==> src/rtl/pipeline_skid_reg.sv <==
// pipeline_skid_reg: two-entry pipeline stage register with valid/ready
// handshake, synchronous flush and a skid entry. in_ready is derived only
// from registered state plus the local reset/flush controls, so downstream
// back-pressure never reaches the producer combinationally.
module pipeline_skid_reg #(
  parameter int unsigned          WIDTH     = 32,
  parameter logic [WIDTH-1:0]     RESET_VAL = {WIDTH{1'b0}}
) (
  input  logic             clk,
  input  logic             reset,
  input  logic             flush,
  input  logic             in_valid,
  output logic             in_ready,
  input  logic [WIDTH-1:0] in_data,
  output logic             out_valid,
  input  logic             out_ready,
  output logic [WIDTH-1:0] out_data,
  output logic [1:0]       occupancy
);

  // Stage state is named by how many entries are valid.
  localparam logic [1:0] EMPTY = 2'd0;
  localparam logic [1:0] ONE   = 2'd1;
  localparam logic [1:0] FULL  = 2'd2;

  logic [WIDTH-1:0] main_data;
  logic [WIDTH-1:0] skid_data;
  logic             main_v;
  logic             skid_v;
  logic             acc;
  logic             dlv;

  // The head entry always feeds the consumer; the skid entry only absorbs
  // the single beat that arrives while the consumer is stalled.
  assign out_valid = main_v;
  assign out_data  = main_data;
  assign occupancy = {1'b0, main_v} + {1'b0, skid_v};

  // Accepting is blocked while the skid slot is taken and during a
  // reset or flush cycle, so no beat can slip in alongside a kill.
  assign in_ready = ~skid_v & ~reset & ~flush;
  assign acc      = in_valid & in_ready;
  assign dlv      = out_valid & out_ready;

  // Occupancy-driven update of both entries; data registers load only on
  // the listed transitions and otherwise hold their value.
  always_ff @(posedge clk) begin
    if (reset || flush) begin
      main_v    <= 1'b0;
      skid_v    <= 1'b0;
      main_data <= RESET_VAL;
      skid_data <= RESET_VAL;
    end else begin
      case (occupancy)
        EMPTY: begin
          if (acc) begin
            main_data <= in_data;
            main_v    <= 1'b1;
          end
        end
        ONE: begin
          if (acc && dlv) begin
            main_data <= in_data;
          end else if (acc) begin
            skid_data <= in_data;
            skid_v    <= 1'b1;
          end else if (dlv) begin
            main_v    <= 1'b0;
          end
        end
        FULL: begin
          if (dlv) begin
            main_data <= skid_data;
            skid_v    <= 1'b0;
          end
        end
        default: begin
          main_v <= main_v;
        end
      endcase
    end
  end

endmodule

==> config.mk <==
export PLATFORM = sky130hd
export DESIGN_NAME = pipeline_skid_reg
export DESIGN_NICKNAME = d
export VERILOG_FILES = /design/src/rtl/pipeline_skid_reg.sv
export SDC_FILE = /design/constraint.sdc
export NUM_CORES = 1
export LEC_CHECK = 0
export BUFFER_PORTS_ARGS = -buffer_cell sky130_fd_sc_hd__buf_2
export CAP_MARGIN = 0
export CORE_MARGIN = 4
export CORE_UTILIZATION = 40
export CTS_BUF_LIST = sky130_fd_sc_hd__clkbuf_8
export DETAILED_ROUTE_END_ITERATION = 8
export GPL_ROUTABILITY_DRIVEN = 0
export PLACE_DENSITY = 0.66
export SLEW_MARGIN = 20
export SYNTH_ARGS = -nofsm -noshare
export SYNTH_HDL_FRONTEND = slang
export SYNTH_SLANG_ARGS = --single-unit
==> constraint.sdc <==
create_clock -name clk -period 4.7 [get_ports clk]
set_input_delay 0.47 -clock clk [delete_from_list [all_inputs] [get_ports clk]]
set_output_delay 0.47 -clock clk [all_outputs]
set_load 0.005 [all_outputs]
==> metrics.txt, run 1 <==
Seq/Total Area, Yosys 45.2%; Final ANT Viol Nets 0; # fillers approximately 680; Crit path required time a little under 5 ns; vias in the first global route ~2.3k; H-Tree Depth 3; WL met2 approximately 3000 microns; Pwr Total approximately 1.1 mW; crit-path max FO 35; hold crit path type primary input to flop; Max Slew Vio Count 0; pre-CTS setup slack 2.13 ns; global route overflow 0; Period minus WS final 2.56 ns; Max VDD drop ~0.13 mV; Critical Path AT 2.81 ns; die footprint 8740 sq um; Die X 93.5 microns; Post-Place Cells just under 500; max frequency approximately 390 MHz; Metal-1 WL just over 3000 microns; Util after Layout 50.7%; worst clock skew about 0.0047 ns; Worst setup SP type flop; critical path class flop to flop; clk_lat worst skew ~0.34 ns; DRC Markers 0; Slew HR between 30% and 40%; syn_area_per_cell 8.65 sq um; Cell Area, Synth 2920 sq um; Tcrit/Tclk final a little over half; area delta synth->final 20.4%; CTS Buf Count 9; maximum clock path buffer count 2; Pre-antenna DRT Iters 4; power per cell area about 330 nW/um^2; fin area 3520 sq um; RSZ-0062 raised after global routing false; Min Hold Slack approximately 0.37 ns; post-CTS setup buffer count 0; Placement Cell Area approximately 3300 sq um; top sig layer met5; Detailed Route WL approximately 6700 microns; diode count 0; CTS sink cnt 66; setup_tns 0 ns; Via Count between 2k and 2.5k; Post-Synthesis Net Count 377; routed len/inst about 13 microns; initial antenna violation count 1; nets@finish around 440; hold-fix buffers at CTS 0; share of cells above drive strength 1 31.9%; met3 routed WL 451 microns; leakage power roughly 1.5 nW; final hold violation count 0; Cell Count, Final, Fillers Out 500; post-DP HPWL 4380 microns; crit end category flop; I/O pin count 73; Mapped Cells between 300 and 400; Netlist cell types 24; Starting Density between 40% and 50%; Reg clk slew, reported paths ~0.070 ns; Slew @ Worst Pin 1.03 ns; CTS tree built; pin count of the biggest net entering global routing 39; first-pass GRT wire length roughly 11000 microns; YS warnings 0; row cnt 30; core area roughly 6900 sq um; Buffers on Ports between 70 and 80; final setup fails 0; Seq cells post-synth 66; Clk Tree Root Cell clkbuf_8; CTS resizes 0; die span in y a little over 90 microns; status complete, no violations; # Max-Cap Violations 0; slack of the critical path about 2.1 ns; DR vias/cell 4.86; Starting DRT DRC Count 189; aggregate global-route resource usage 15.7%
where the power goes:
group | leakage (nW) | switching, mW | internal [mW]
Combinational | 0.897 | 0.0491 | 0.0446
Sequential | 0.533 | 0.00360 | 0.566
Clock | 0.105 | 0.215 | 0.271
critical path: stages, from the launching register on:
cell and delay [ns]:
dfxtp_1 0.46, ha_2 0.82, a22oi_2 0.11, nand2_2 0.78, mux2i_1 0.28
worst paths after layout:
path / start / end / slack (ns) / cells past startpoint
max: skid_v / out_data[15] / 2.14 / 4
min: in_data[1] / skid_data[1] / 0.37 / 3
min reg2reg: skid_data[13] / skid_data[13] / 0.45 / 2
max reg2reg: skid_v / out_data[15] / 2.14 / 4
kinds of logic after synthesis:
kind of cell / Yosys count / share of synthesized area [%]
AO/OA/AOI/OAI: 40 / 7.53
flip-flops: 66 / 45.2
multiplexers: 64 / 23.3
buffers and inverters: 27 / 4.41
adder cells (fa/ha/maj): 2 / 0.856
AND/OR/NAND/NOR: 139 / 18.7
layout by cell type (no fill, tap or decap):
master / synthesis / layout
nand2_1: 129 / 129
dfxtp_1: 66 / 66
and3_2: 0 / 1
buf_2: 4 / 72
a31oi_1: 2 / 2
ha_2: 0 / 1
nor2_4: 0 / 1
nand3_1: 2 / 2
clkinvlp_4: 0 / 1
o21ai_0: 2 / 2
nor2_1: 3 / 2
o31ai_1: 1 / 1
clkbuf_8: 0 / 11
bufinv_16: 0 / 1
mux2i_1: 32 / 32
buf_4: 0 / 3
or4b_4: 1 / 1
nor4b_1: 1 / 1
o21a_1: 1 / 1
nand2_2: 1 / 1
a21oi_1: 32 / 32
a22oi_2: 1 / 1
inv_1: 2 / 2
mux2_2: 32 / 32
o211a_1: 1 / 1
clkinv_2: 0 / 3
or2_1: 1 / 1
ha_1: 2 / 1
final cells by class:
class	instances	area, sq um	area share (%)
clock inverters	5	52.6	1.49
flip-flops and latches	66	1320	37.5
repair buffers	75	383	10.9
well taps	96	120	3.41
clock buffers	11	151	4.30
inverters	2	7.51	0.213
multi-input cells	245	1480	42.2
Yosys cell counts:
cell	number	share of area (%)
o31ai_1	1	0.26
a22oi_2	1	0.43
inv_1	2	0.26
mux2_2	32	12
mux2i_1	32	11
nand2_2	1	0.21
a21oi_1	32	5.5
o21a_1	1	0.26
nand3_1	2	0.34
or4b_4	1	0.47
or2_1	1	0.21
nor2_1	3	0.39
clkbuf_1	17	2.2
nand2_1	129	17
ha_1	2	0.86
buf_2	4	0.68
o211a_1	1	0.34
nor4b_1	1	0.30
o21ai_0	2	0.34
buf_1	1	0.13
dfxtp_1	66	45
and3_1	1	0.21
a31oi_1	2	0.43
buf_6	3	1.2
sequential cells by signal (all words and copies together) (netlist names):
| register | count |
|---|---|
| out_valid | 1 |
| skid_v | 1 |
| out_data | 32 |
| skid_data | 32 |
metal layers:
layer,global-route usage (%),up-vias
met3,7.00,9
met2,24.5,55
met5,0,-
li1,-,1239
met1,19.1,1125
met4,5.49,2
No activity file was read; power rests on OpenSTA's default activity.
==> run 2, diff against run 1 <==
ABC_AREA = 1   (was default)
clock period = 2.5 ns   (was 4.7 ns; I/O delays follow)
==> run 2 against run 1 <==
  * Clock power grew 83%
  * Combinational power up 95%
  * Sequential cell count unchanged
  * Final area increased by 0.39%
  * Setup slack got worse by 1.6 ns
  * Clock-buffer cell count unchanged
  * Clock skew grew 0.0038 ns
  * Synthesized area fell by 1.1%
  * Sequential power grew 89%
  * Highest routed layer is now met4
==> metrics.txt, run 2 <==
ranking of synthesized cells by area dfxtp_1 (46%), nor2_1 (13%), mux2i_1 (11%); Cell Area, Synth a little under 3000 sq um; post-DP HPWL about 4600 microns; worst clock skew approximately 0.0085 ns; share of cells above drive strength 1 approximately 23%; Max Slew Vio Count 0; EDFF count, synth 0; NetSw around 500 uW; Slew HR 61.3%; Via Count approximately 2.6k; CTS resizes 0; Seq/Total Area, Yosys between 40% and 50%; vias in the first global route between 2k and 3k; Tcrit/Tclk final between 70% and 80%; CTS Buf Count 9; Util after Layout between 50% and 60%; # Max-Cap Violations 0; H-Tree Depth 3; aggregate global-route resource usage 16.7%; Max VDD drop 0.213 mV; maximum clock path buffer count 2; Reg clk slew, reported paths approximately 0.07 ns; critical path class flop to flop; mux share of post-synthesis cell area about 11%; initial antenna violation count 0; power per cell area 608 nW/um^2; CTS tree built; register share of total power between 50 and 60%; Min Hold Slack ~0.15 ns; hold crit path type primary input to flop; Slew @ Worst Pin about 0.58 ns; DRC Markers 0; cell family with most CP delay buffers and inverters; Netlist cell types 20; hold-fix buffers at CTS 0; DR vias/cell about 4.9; Yosys top cell area share 45.7%; pre-CTS setup slack between 0.6 and 0.7 ns; most frequent cells in the layout nor2_1 (99), buf_2 (72), dfxtp_1 (66); area delta synth->final 22.3%; crit end category flop; XOR/XNOR Fraction of Synth Area 0%; first-pass GRT wire length between 10000 and 15000 microns; YS warnings 0; Post-Synthesis Net Count between 400 and 500; leakage power between 1.5 and 2 nW; slowest CP cell inv_2; Buffers on Ports 72; Post-synth top cells nor2_1 (99), dfxtp_1 (66), nand2_1 (35); Worst setup SP type flop; Starting Density 41.8%; ys flop type dfxtp_1; area leader, netlist dfxtp_1; Synth Area in Adders less than 1%; global route overflow 0; Pwr Total ~2.1 mW; RSZ-0062 raised after global routing false; most frequent CP cell nor2_1; die footprint 8650 sq um; Die X 93.0 microns; diode count 0; post-CTS setup buffer count 0; Mapped Cells 377; most frequent cell after synthesis nor2_1; Starting DRT DRC Count 91; Crit path required time between 2 and 3 ns; nets@finish roughly 480; Period minus WS final ~1.9 ns; Pre-antenna DRT Iters 5; I/O pin count 73; pin count of the biggest net entering global routing 66; syn_area_per_cell between 7 and 8 sq um; most common cell after layout, fill and taps aside nor2_1; slack of the critical path approximately 0.6 ns; row cnt 30; CP bufs+invs 3; routed len/inst roughly 13 microns; status complete, no violations; cell internal pwr around 1.6 mW; final setup fails 0; # fillers 737; CP Cell Sequence inv_1 -> ha_1 -> nand2_1 -> nor2_2 -> buf_4 -> inv_2 -> nor2_1 -> nor2_1; Critical Path AT 2.18 ns; switching share of power 23.2%; main combinational cell family by area after synthesis simple AND/OR/NAND/NOR gates; setup_tns 0 ns; Clk pwr share 41.3%; worst stage delay on the critical path about 0.43 ns; CTS sink cnt 66; die span in y 93.0 microns; crit-path max FO 32; Seq cells post-synth 66; max frequency between 500 and 600 MHz; core area around 6900 sq um; Comb pwr share about 8.5%; Detailed Route WL ~7000 microns; async set-reset flop share out of synthesis 0%; Clk Tree Root Cell clkbuf_8; final hold violation count 0; Synth Area in Compound Gates 12.0%; Final ANT Viol Nets 0; clk_lat worst skew roughly 0.34 ns; Post-Synth Simple-Gate Area between 20% and 30%
==> run 2: changes by cell type after synthesis, sizes merged, moves of 2 or more <==
cell    delta
nand2     -95
a21oi      +3
nor2      +98
mux2      -32
o21ai     +30
nand4      +2
buf       +15
inv        +5
nand3     +31
nor3       +3
a31oi      -2
clkbuf    -11
==> run 2: power groups by stage <==
stage | Sequential [mW] | Combinational (mW) | Clock, mW
after global routing | 1.08 | 0.209 | 0.965
after CTS | 1.08 | 0.185 | 0.906
after floorplan | 1.10 | 0.106 | 0
final | 1.08 | 0.183 | 0.887
after detailed placement | 1.10 | 0.185 | 0
after global placement | 1.10 | 0.183 | 0
==> run 2: worst paths after layout <==
kind / endpoint / slack, ns / depth (start not counted) / from
setup / recovery: skid_data[19] / 0.59 / 8 / out_valid
hold reg to reg: out_data[0] / 0.48 / 2 / out_data[0]
hold / removal: skid_data[29] / 0.15 / 3 / in_data[29]
setup reg to reg: skid_data[19] / 0.59 / 8 / out_valid
==> run 2: final cells by class <==
class / instances / area, sq um / share of cell area (%)
Timing Repair Buffer: 81 / 453 / 12.8
Multi-Input combinational cell: 275 / 1420 / 40.0
Sequential cell: 66 / 1320 / 37.4
Tap cell: 96 / 120 / 3.40
Clock inverter: 5 / 46.3 / 1.31
Inverter: 7 / 26.3 / 0.744
Clock buffer: 11 / 151 / 4.28
==> run 2: per-stage QoR <==
step                std cells  area (sq um)
CTS                       541          3530
global placement          525          3340
floorplan                 377          2890
finish                    541          3530
detailed placement        525          3340
global route              541          3530
==> run 2: cells by family (layout without fill, tap and decap cells) <==
family / Yosys count / in the layout
simple gates: 174 / 174
compound gates: 67 / 67
flops: 66 / 66
buf+inv: 36 / 104
mux: 32 / 32
fa+ha+maj: 2 / 2
==> run 2: tightest hold or removal path, stage by stage <==
cell and delay (ns):
buf_2 0.09, nor2_1 0.04, nor2_1 0.08
==> run 2: layer usage <==
metal,GRT usage (%),up-vias,wire length (microns)
met1,19.8,1206,3190
met5,0,-,0
met3,4.91,12,330
met4,6.96,0,146
li1,-,1376,-
met2,28.2,52,3360
